## src/rtl/sum_result_fifo_if.sv

```systemverilog
// sum_result_fifo_if -- handshake bundle for the summing result FIFO.
//
// Signals:
//   in_valid   one-cycle result strobe from the upstream adder
//   in_data    upstream adder result, W bits
//   out_valid  head entry available
//   out_ready  consumer accepts the head entry
//   out_data   head entry, first-word-fall-through
//
// Modports:
//   master  environment side: drives the upstream strobe/data and the consumer ready
//   slave   FIFO side
interface sum_result_fifo_if #(
    parameter int W = 12
);
    logic         in_valid;
    logic [W-1:0] in_data;
    logic         out_valid;
    logic         out_ready;
    logic [W-1:0] out_data;

    modport master (
        output in_valid,
        output in_data,
        output out_ready,
        input  out_valid,
        input  out_data
    );

    modport slave (
        input  in_valid,
        input  in_data,
        input  out_ready,
        output out_valid,
        output out_data
    );
endinterface

```

## src/rtl/sum_result_fifo.sv

```systemverilog
// sum_result_fifo -- small FWFT FIFO buffering results of an upstream adder,
// with sticky overflow flag and optional running sum of consumed entries.
//
// Parameters:
//   W      data width (matches the upstream adder result width)
//   DEPTH  number of entries, power of two, >= 2
//
// Ports:
//   clk       single clock, all state updates on posedge
//   rst_n     asynchronous active-low reset
//   bus       sum_result_fifo_if.slave: in_valid/in_data (push side, no
//             backpressure), out_valid/out_ready/out_data (pop side)
//   count     current occupancy, 0..DEPTH
//   overflow  sticky: a result was dropped because the FIFO was full
//   acc       running sum of popped entries modulo 2^(W+4)
//
// Build option:
//   SUM_ACC_EN  when defined, acc accumulates every popped entry; otherwise
//               acc is tied to zero and no accumulator register exists.
module sum_result_fifo #(
    parameter int W     = 12,
    parameter int DEPTH = 4
) (
    input  logic                     clk,
    input  logic                     rst_n,
    sum_result_fifo_if.slave         bus,
    output logic [$clog2(DEPTH):0]   count,
    output logic                     overflow,
    output logic [W+3:0]             acc
);
    localparam int AW = $clog2(DEPTH);
    localparam int CW = AW + 1;

    logic [W-1:0]  mem [DEPTH];
    logic [AW-1:0] wr_ptr;
    logic [AW-1:0] rd_ptr;
    logic          full;
    logic          push;
    logic          pop;
    logic          drop;

    always_comb begin
        full = (count == CW'(DEPTH));
        pop  = bus.out_valid && bus.out_ready;
        // A full FIFO still accepts a push when the head leaves on the same edge.
        push = bus.in_valid && (!full || pop);
        drop = bus.in_valid && full && !pop;
    end

    assign bus.out_valid = (count != '0);
    assign bus.out_data  = mem[rd_ptr];

    // Storage is not reset; stale entries are unreachable once pointers clear.
    always_ff @(posedge clk) begin
        if (push) begin
            mem[wr_ptr] <= bus.in_data;
        end
    end

    always_ff @(posedge clk or negedge rst_n) begin
        if (!rst_n) begin
            wr_ptr   <= '0;
            rd_ptr   <= '0;
            count    <= '0;
            overflow <= 1'b0;
        end else begin
            if (push) begin
                wr_ptr <= wr_ptr + AW'(1);
            end
            if (pop) begin
                rd_ptr <= rd_ptr + AW'(1);
            end
            if (push && !pop) begin
                count <= count + CW'(1);
            end else if (pop && !push) begin
                count <= count - CW'(1);
            end
            if (drop) begin
                overflow <= 1'b1;
            end
        end
    end

`ifdef SUM_ACC_EN
    always_ff @(posedge clk or negedge rst_n) begin
        if (!rst_n) begin
            acc <= '0;
        end else if (pop) begin
            acc <= acc + {4'b0000, bus.out_data};
        end
    end
`else
    assign acc = '0;
`endif

endmodule

```

## src/flat_wrapper.sv

```systemverilog
// flat-port wrapper written by rule: the top's interface ports become plain ports
module sum_result_fifo_flat 
#(
    parameter int W     = 12,
    parameter int DEPTH = 4
)
  (clk, rst_n, count, overflow, acc, bus_in_valid, bus_in_data, bus_out_ready, bus_out_valid, bus_out_data);
  sum_result_fifo_if #(.W(W)) bus_i ();
  input  logic clk;
  input  logic rst_n;
  output logic [$clog2(DEPTH):0] count;
  output logic overflow;
  output logic [W+3:0] acc;
  input wire logic [$bits(bus_i.in_valid)-1:0] bus_in_valid;
  input wire logic [$bits(bus_i.in_data)-1:0] bus_in_data;
  input wire logic [$bits(bus_i.out_ready)-1:0] bus_out_ready;
  output wire logic [$bits(bus_i.out_valid)-1:0] bus_out_valid;
  output wire logic [$bits(bus_i.out_data)-1:0] bus_out_data;
  assign bus_i.in_valid = bus_in_valid;
  assign bus_i.in_data = bus_in_data;
  assign bus_i.out_ready = bus_out_ready;
  assign bus_out_valid = bus_i.out_valid;
  assign bus_out_data = bus_i.out_data;
  sum_result_fifo #(.W(W), .DEPTH(DEPTH)) u_core (.clk(clk), .rst_n(rst_n), .bus(bus_i), .count(count), .overflow(overflow), .acc(acc));
endmodule
```

## config.mk

```make
export PLATFORM = sky130hd
export DESIGN_NAME = sum_result_fifo_flat
export DESIGN_NICKNAME = d
export VERILOG_FILES = /design/src/rtl/sum_result_fifo_if.sv /design/src/rtl/sum_result_fifo.sv /design/src/flat_wrapper.sv
export SDC_FILE = /design/constraint.sdc
export NUM_CORES = 1
export LEC_CHECK = 0
export ABC_AREA = 1
export BUFFER_PORTS_ARGS = -buffer_cell sky130_fd_sc_hd__buf_2
export CAP_MARGIN = 20
export CORE_MARGIN = 10
export CORE_UTILIZATION = 35
export CTS_CLUSTER_SIZE = 14
export DETAILED_ROUTE_END_ITERATION = 10
export HOLD_SLACK_MARGIN = 0.05
export PLACE_DENSITY = 0.63
export SLEW_MARGIN = 20
export SYNTH_ARGS = -nofsm -noshare
export SYNTH_HDL_FRONTEND = slang
export SYNTH_SLANG_ARGS = --single-unit
```

## constraint.sdc

```tcl
create_clock -name clk -period 1.68 [get_ports clk]
set_input_delay 0.252 -clock clk [delete_from_list [all_inputs] [get_ports clk]]
set_output_delay 0.252 -clock clk [all_outputs]
set_load 0.01 [all_outputs]
```

==> reports/results.txt, run 1 <==
Initial Utilization - 0.355
post-layout min period - 1.67 ns
die width - 105 um
commonest non-fill, non-tap cell in the layout - edfxtp_1
post-route setup TNS - 0 ns
main area contributors after synthesis - edfxtp_1 57%, dfrtp_1 7.9%, nand2_1 6.8%, o211ai_2 5.9%, buf_4 5.0%
RePlAce Congestion - 0.736
cell taking the most area after synthesis - edfxtp_1
die height - 105 um
final worst setup slack - 0.0147 ns
grt total ovfl - 0
slowest library cell on the worst path - dfrtp_1
Setup-failing EPs final - 0
drt first pass iters - 4
Via Count - 1,609
Seq/Total Area, Yosys - 0.644
CTS buffer count - 5
status - finished clean
Cells after Synth - 221
vias in the first global route - 1,570
H-tree depth - 2
pre-CTS setup slack - -0.0325 ns
critical path endpoint category - register
Layout fillers - 676
WL final - 5100 um
area of the multi-input gates - 751 sq um
Post-Place Cells - 362
layout cell share with drive strength beyond 1 - 0.361
wire length per cell - 13.5 um
Synth Cell Area - 2550 sq um
DRC violations left - 0
buffer and inverter count on the worst path - 3
Arr. time, crit path - 1.87 ns
Yosys reg bits - 56
Fmax - 0.600 GHz
Crit path largest cell delay - 0.41 ns
Detail Placement HPWL - 3470 um
CORE AREA - 7180 sq um
CP startpoint kind - register
Worst-path clk slew - 0.10 ns
P&R area growth vs syn - 24.2%
ANT nets after route - 0
I/O Buffers - 32
# Max-Cap Violations - 0
Total Power - 5.24 mW
nets - 301
antenna violations before repair - 0
RSZ-0062 raised after global routing - true
VDD IR max - 0.000650 V
CP Class - register to register
n_diodes - 0
Hold WC Path Type - input port to register
FP Rows - 31
# IOs - 49
vias per cell - 4.25
GR Util All Layers - 0.0892
critical-path cell list - inv_2, nor2_2, nand2_2, nand2_4, inv_4, ha_4, inv_4, fa_2, nand2_2, nand3_2, nand2_1, nand2_1
Finished Layout Cells - 379
area share of the largest cell type after synthesis - 0.566
Setup Skew - 0.0130 ns
Fin. Hold Viols - 0
final core utilization - 0.441
die footprint - 11,100 sq um
CTS tree - built
Req. time, crit path - 1.88 ns
global-route wire length before repair - 7910 um
Final Max Tran Viols - 0
Clock Tree Root - clkbuf_8
CP max FO - 3
most frequent cells in the layout - 48 x edfxtp_1, 39 x nand2_1, 29 x buf_2
critical path's top delay family - adder cells
synth warn - 0
power density cells - 1660 nW/um^2
largest net degree at the start of global routing - 25
Tcrit/Tclk final - 0.991
initial DRC count - 64
worst skew pair latency - 0.31 ns
Seq. cell area - 1640 sq um
CTS Sinks - 56
post-synth cell types - 19
Synth Area per Inst - 11.5 sq um
Max Root-Sink Buffers - 2
Lkg Pwr - 1.36 nW
## cell type report
| type | count | share of cell area |
|---|---|---|
| Clock buffer | 5 | 0.0217 |
| Clock inverter | 3 | 0.00672 |
| Inverter | 26 | 0.0332 |
| Multi-Input combinational cell | 130 | 0.237 |
| Sequential cell | 56 | 0.519 |
| Tap cell | 99 | 0.0391 |
| Timing Repair Buffer | 60 | 0.143 |
## stage by stage
step	cell area, sq um	hold slack, ns
5_1_grt	3170	0.133
4_1_cts	3000	0.142
3_3_place_gp	2890	0.106
2_1_floorplan	2630	-0.0436
6_report	3170	0.151
3_5_place_dp	2890	0.108
## where the power goes
part / leakage (nW) / total [mW] / switching [mW] / internal, mW
Combinational: 0.780 / 2.56 / 1.40 / 1.15
Clock: 0.0445 / 0.727 / 0.430 / 0.297
Sequential: 0.533 / 1.96 / 0.125 / 1.83
Total: 1.36 / 5.24 / 1.96 / 3.28
## cells by family (layout without fill, tap and decap cells)
logic type      Yosys count  after routing  share of synthesized area
other cells               1             16                    0.00147
simple gates             82             82                      0.124
compound gates           25             25                     0.0854
buf+inv                  50             94                      0.109
flops                    56             56                      0.644
xor+xnor                  1              1                    0.00344
fa+ha+maj                 6              6                     0.0324
## routing by layer
| metal | global-route usage | share of wire | vias to the layer above | routed length, um |
|---|---|---|---|---|
| met4 | 0.0412 | 0.017 | 0 | 89 |
| met3 | 0.0262 | 0.054 | 6 | 274 |
| li1 | - | - | 810 | - |
| met2 | 0.156 | 0.51 | 36 | 2620 |
| met5 | 0 | 0 | - | 0 |
| met1 | 0.0971 | 0.42 | 757 | 2120 |
## worst reg2reg max path, stage by stage, from the launching register on
cell	delay, ns
dfrtp_1	0.41
inv_2	0.09
nor2_2	0.04
nand2_2	0.08
nand2_4	0.07
inv_4	0.05
ha_4	0.14
inv_4	0.04
fa_2	0.38
nand2_2	0.10
nand3_2	0.06
nand2_1	0.07
nand2_1	0.04
## cell usage after synthesis
library cell  count
buf_2             3
inv_2             1
fa_1              1
buf_6             3
nand2_1          46
ha_1              5
o211ai_2         12
conb_1            1
edfxtp_1         48
dfrtp_1           8
xnor2_1           1
o21bai_1          1
nor2_1           30
nand3_1           5
buf_4            17
clkbuf_1          1
o21ai_0          12
nand4_1           1
inv_1            25
## final timing paths
path                                 startpoint                to  slack [ns]  cells past startpoint
worst max register to register  u_core.count[2]   u_core.count[2]        0.01                     12
worst min register to register  u_core.overflow   u_core.overflow        0.48                      1
min in group asynchronous                 rst_n   u_core.count[1]        0.31                      2
worst max-delay path            u_core.count[2]   u_core.count[2]        0.01                     12
max in group asynchronous                 rst_n   u_core.count[0]        1.18                      2
worst min-delay path             bus_in_data[7]  u_core.mem[1][7]        0.15                      1
## flip-flops by register name, indices dropped and copies added (netlist names)
| register | count |
|---|---|
| u_core.overflow | 1 |
| u_core.count | 3 |
| u_core.mem | 48 |
| u_core.wr_ptr | 2 |
| u_core.rd_ptr | 2 |
## repair_timing
action	CTS	global route
hold endpoints to repair	8	0
buffers inserted	0	6
setup endpoints to repair	4	14
pin swaps	1	11
hold buffers	1	0
cloned	0	2
gates resized for setup	4	25
Note: power is estimated with default switching activity, not from simulation.
==> run 2, diff against run 1 <==
--- a/config.mk
+++ b/config.mk
@@ -9,11 +9,11 @@
 export BUFFER_PORTS_ARGS = -buffer_cell sky130_fd_sc_hd__buf_2
 export CAP_MARGIN = 20
 export CORE_MARGIN = 10
-export CORE_UTILIZATION = 35
+export CORE_UTILIZATION = 49
 export CTS_CLUSTER_SIZE = 14
 export DETAILED_ROUTE_END_ITERATION = 10
 export HOLD_SLACK_MARGIN = 0.05
-export PLACE_DENSITY = 0.63
+export PLACE_DENSITY = 0.81
 export SLEW_MARGIN = 20
 export SYNTH_ARGS = -nofsm -noshare
 export SYNTH_HDL_FRONTEND = slang
==> reports/results.txt, run 2 (synthesis results as in run 1) <==
CP max FO - 5
final core utilization - 0.635
P&R area growth vs syn - 26.5%
Crit path largest cell delay - 0.40 ns
CTS Sinks - 56
layout cell share with drive strength beyond 1 - 0.377
Largest regs - u_core.mem: 48 flops, u_core.count: 3 flops
post-route setup TNS - -0.0269 ns
CORE AREA - 5070 sq um
Final Max Tran Viols - 0
commonest non-fill, non-tap cell in the layout - edfxtp_1
GR Util All Layers - 0.119
worst skew pair latency - 0.31 ns
met1 wire length - 2060 um
Setup Skew - 0.00658 ns
CP Class - register to output pin
die height - 92.1 um
slowest library cell on the worst path - dfrtp_1
status - finished, violations left
Initial Utilization - 0.502
power density cells - 1740 nW/um^2
post-layout min period - 1.70 ns
Arr. time, crit path - 1.44 ns
most frequent cells in the layout - 48 x edfxtp_1, 38 x nand2_1, 29 x buf_2
failing checks - setup timing
initial DRC count - 68
vias per cell - 4.88
global-route wire length before repair - 8220 um
buffer and inverter count on the worst path - 4
Req. time, crit path - 1.43 ns
critical path's top delay family - buffers and inverters
vias in the first global route - 1,745
grt total ovfl - 0
Fmax - 0.590 GHz
Biggest register - u_core.mem
die width - 92.1 um
met2 wire len - 2800 um
final worst setup slack - -0.0161 ns
RePlAce Congestion - 0.802
area of the multi-input gates - 768 sq um
Via Count - 1,729
critical-path cell list - inv_4, clkbuf_16, buf_4, o211ai_2, nand2_1, buf_2
Worst-path clk slew - 0.10 ns
die footprint - 8490 sq um
VDD IR max - 0.000815 V
ANT nets after route - 0
DRC violations left - 0
CTS tree - built
Design Area, Final - 3220 sq um
area post-placement - 2820 sq um
max reg flops - 48
n_diodes - 0
largest net degree at the start of global routing - 28
H-tree depth - 2
Tcrit/Tclk final - 1.01
Hold WC Path Type - input port to register
met3 wire len - 337 um
CP startpoint kind - register
# IOs - 49
nets - 305
WL final - 5320 um
wire length per cell - 15.0 um
# Max-Cap Violations - 0
CTS buffer count - 5
Fin. Hold Viols - 0
Top Layer Used - met4
I/O Buffers - 32
antenna violations before repair - 0
Lkg Pwr - 1.40 nW
drt first pass iters - 5
FP Rows - 26
critical path endpoint category - output pin
Clock Tree Root - clkbuf_8
Setup-failing EPs final - 2
Seq. cell area - 1640 sq um
Detail Placement HPWL - 3360 um
RSZ-0062 raised after global routing - true
Max Root-Sink Buffers - 2
Layout fillers - 386
-- run 2: cell types whose count changed in the layout (fill, tap and decap cells not counted), sizes merged --
cell	before	now
clkinvlp	1	0
clkinv	1	2
bufinv	0	1
inv	27	26
buf	57	61
-- run 2: worst paths after layout --
path | startpoint | end | slack (ns) | cells past startpoint
worst max-delay path | u_core.rd_ptr[0] | bus_out_data[1] | -0.02 | 6
worst min-delay path | bus_in_data[5] | u_core.mem[3][5] | 0.15 | 1
worst max register to register | u_core.count[2] | u_core.count[2] | 0 | 11
worst min register to register | u_core.overflow | u_core.overflow | 0.48 | 1
max in group asynchronous | rst_n | u_core.count[1] | 1.17 | 2
min in group asynchronous | rst_n | u_core.rd_ptr[0] | 0.31 | 2
-- run 2: where the power goes --
group          total, mW  switching [mW]  leakage (nW)  internal (mW)
clock              0.868           0.426        0.0558          0.442
sequential          1.97           0.142         0.533           1.83
combinational       2.77            1.48         0.807           1.29
total               5.61            2.05          1.40           3.57
-- run 2: per-layer routing --
metal / vias up / track usage
met5: - / 0
met4: 0 / 0.0501
met3: 7 / 0.0359
met2: 57 / 0.215
met1: 847 / 0.124
li1: 818 / -
-- run 2: per-stage QoR --
step           power [mW]  std cells  setup slack (ns)  hold slack [ns]
6_report             5.61        354           -0.0161            0.147
5_1_grt              5.99        354            -0.102            0.139
4_1_cts              4.95        339           0.00313            0.157
3_5_place_dp         4.05        328           -0.0450            0.107
3_3_place_gp         3.97        328            0.0332            0.107
2_1_floorplan        3.35        236          -0.00758          -0.0436
-- run 2: cell type report --
type,instances,share of cell area
sequential,56,0.510
multi-input combinational,130,0.238
timing repair buffer,64,0.158
inverter,26,0.0318
tap,70,0.0272
clock buffer,5,0.0214
clock inverter,3,0.0132
-- run 2: worst register-to-register path: cells and delay by family, from the launching register on --
kind | cells | cell delay (ns)
adder cells (fa/ha/maj) | 2 | 0.48
buffers and inverters | 3 | 0.26
flip-flops | 1 | 0.42
AND/OR/NAND/NOR | 6 | 0.41
-- run 2: repair_timing --
action                                  in CTS  in global routing
endpoints found under the setup margin      11                 14
setup buffers                                2                 12
cloned                                       0                  3
gates resized for setup                      6                 39
hold endpoints to repair                     8                  0
pin swaps                                    2                  6
hold buffers                                 1                  0
==> run 3, diff against run 2 <==
--- a/config.mk
+++ b/config.mk
@@ -9,11 +9,11 @@
 export BUFFER_PORTS_ARGS = -buffer_cell sky130_fd_sc_hd__buf_2
 export CAP_MARGIN = 20
 export CORE_MARGIN = 10
-export CORE_UTILIZATION = 49
+export CORE_UTILIZATION = 54
 export CTS_CLUSTER_SIZE = 14
 export DETAILED_ROUTE_END_ITERATION = 10
 export HOLD_SLACK_MARGIN = 0.05
-export PLACE_DENSITY = 0.81
+export PLACE_DENSITY = 0.84
 export SLEW_MARGIN = 20
 export SYNTH_ARGS = -nofsm -noshare
 export SYNTH_HDL_FRONTEND = slang
==> constraint.sdc (replaced) <==
create_clock -name clk -period 1.7 [get_ports clk]
set_input_delay 0.255 -clock clk [delete_from_list [all_inputs] [get_ports clk]]
set_output_delay 0.255 -clock clk [all_outputs]
set_load 0.01 [all_outputs]
==> reports/results.txt, run 3 (synthesis results as in run 1) <==
DRC violations left - 0
critical path endpoint category - output pin
CP max FO - 9
Initial Utilization - 0.570
most frequent cells in the layout - 48 x edfxtp_1, 40 x nand2_1, 31 x buf_2
Hold WC Path Type - input port to register
CP Class - register to output pin
Fin. Hold Viols - 0
Fmax - 0.594 GHz
min-delay src - bus_in_data[4]
grt total ovfl - 0
max reg flops - 48
Design Area, Final - 3010 sq um
area post-placement - 2780 sq um
worst skew pair latency - 0.31 ns
slowest library cell on the worst path - dfrtp_1
wire length per cell - 15.6 um
CTS tree - built
vias in the first global route - 1,500
CP startpoint kind - register
global-route wire length before repair - 7120 um
Clock Tree Root - clkbuf_8
RePlAce Congestion - 0.829
GR Util All Layers - 0.121
drt first pass iters - 4
Setup-failing EPs final - 0
FP Rows - 24
crit path to - bus_out_data[11]
die footprint - 7870 sq um
Worst-path clk slew - 0.11 ns
RR Endpoint - u_core.count[2]
reg2reg path depth - 12
commonest non-fill, non-tap cell in the layout - edfxtp_1
CTS Sinks - 56
reg-to-reg slack, setup - 0.03 ns
H-tree depth - 2
ANT nets after route - 0
Max Root-Sink Buffers - 2
P&R area growth vs syn - 17.9%
most used cell along the critical path - nor2_1
Req. time, crit path - 1.44 ns
RSZ-0062 raised after global routing - true
Crit path largest cell delay - 0.42 ns
Via Count - 1,614
CORE AREA - 4470 sq um
Tcrit/Tclk final - 0.990
largest net degree at the start of global routing - 28
Layout fillers - 294
CTS buffer count - 5
r2r startpoint - u_core.count[2]
Lkg Pwr - 1.30 nW
initial DRC count - 165
vias per cell - 5.00
Detail Placement HPWL - 3020 um
Seq. cell area - 1640 sq um
Arr. time, crit path - 1.43 ns
die height - 88.7 um
post-layout min period - 1.68 ns
# IOs - 49
critical-path cell list - inv_4, buf_12, nor2_1, nor2_1, o21ai_0, nand2_1, buf_2
Setup Skew - 0.00573 ns
WL final - 5030 um
Biggest register - u_core.mem
Final Max Tran Viols - 0
Largest regs - u_core.mem: 48 flops, u_core.count: 3 flops
layout cell share with drive strength beyond 1 - 0.321
VDD IR max - 0.000877 V
area of the multi-input gates - 726 sq um
n_diodes - 0
die width - 88.7 um
status - finished clean
power density cells - 1670 nW/um^2
Post-Place Cells - 307
# Max-Cap Violations - 0
antenna violations before repair - 0
crit path from - u_core.rd_ptr[0]
Finished Layout Cells - 323
I/O Buffers - 32
nets - 292
-- run 3: per-layer routing --
metal  vias to the layer above  part of all wire  global-route usage
met4                         0             0.018              0.0690
met5                         -                 0                   0
met3                         6             0.081              0.0423
li1                        798                 -                   -
met1                       755              0.39               0.141
met2                        55              0.51               0.190
-- run 3: worst max-delay path: cells and delay by family, from the launching register on --
family,cells,cell delay [ns]
DFF,1,0.42
and+or+nand+nor,3,0.21
AOI/OAI and AO/OA,1,0.09
buffers and inverters,3,0.38
-- run 3: power breakdown --
part	internal (mW)	total, mW	leakage (nW)	switching, mW
combinational	0.986	2.33	0.724	1.34
sequential	1.81	1.93	0.533	0.123
clock	0.303	0.756	0.0463	0.452
-- run 3: worst min-delay path by stage --
stage,end,slack [ns],depth (start not counted)
after floorplan,u_core.count[0],-0.04,0
after global placement,u_core.overflow,0.11,1
after detailed placement,u_core.overflow,0.11,1
after CTS,u_core.mem[0][8],0.13,1
after global routing,u_core.mem[3][0],0.13,1
final,u_core.mem[3][4],0.15,1
-- run 3: stage by stage --
| step | utilization | setup WS [ns] | setup TNS, ns | total power, mW | hold slack, ns |
|---|---|---|---|---|---|
| 5_1_grt | 0.672 | -0.0415 | -0.305 | 5.35 | 0.131 |
| 3_5_place_dp | 0.621 | -0.0323 | -0.0554 | 3.96 | 0.109 |
| 2_1_floorplan | - | -0.00848 | -0.00848 | 3.31 | -0.0406 |
| 4_1_cts | 0.655 | -0.0240 | -0.0307 | 4.86 | 0.132 |
| 6_report | 0.672 | 0.0172 | 0 | 5.02 | 0.145 |
| 3_3_place_gp | 0.621 | 0.0473 | 0 | 3.89 | 0.105 |
-- run 3: final cells by class --
cell class / instances / share of cell area
clock buffers: 5 / 0.0229
clock inverters: 3 / 0.00916
inverters: 26 / 0.0333
multi-input cells: 130 / 0.241
flip-flops and latches: 56 / 0.547
well taps: 52 / 0.0216
repair buffers: 51 / 0.124
-- run 3: repair_timing --
action / 4_1_cts / 5_1_grt
hold buffers: 1 / 0
setup endpoints to repair: 7 / 13
endpoints found under the hold margin: 8 / 0
gates resized for setup: 4 / 14
buffers inserted: 2 / 3
gates cloned: 1 / 1
pin swaps: 0 / 6
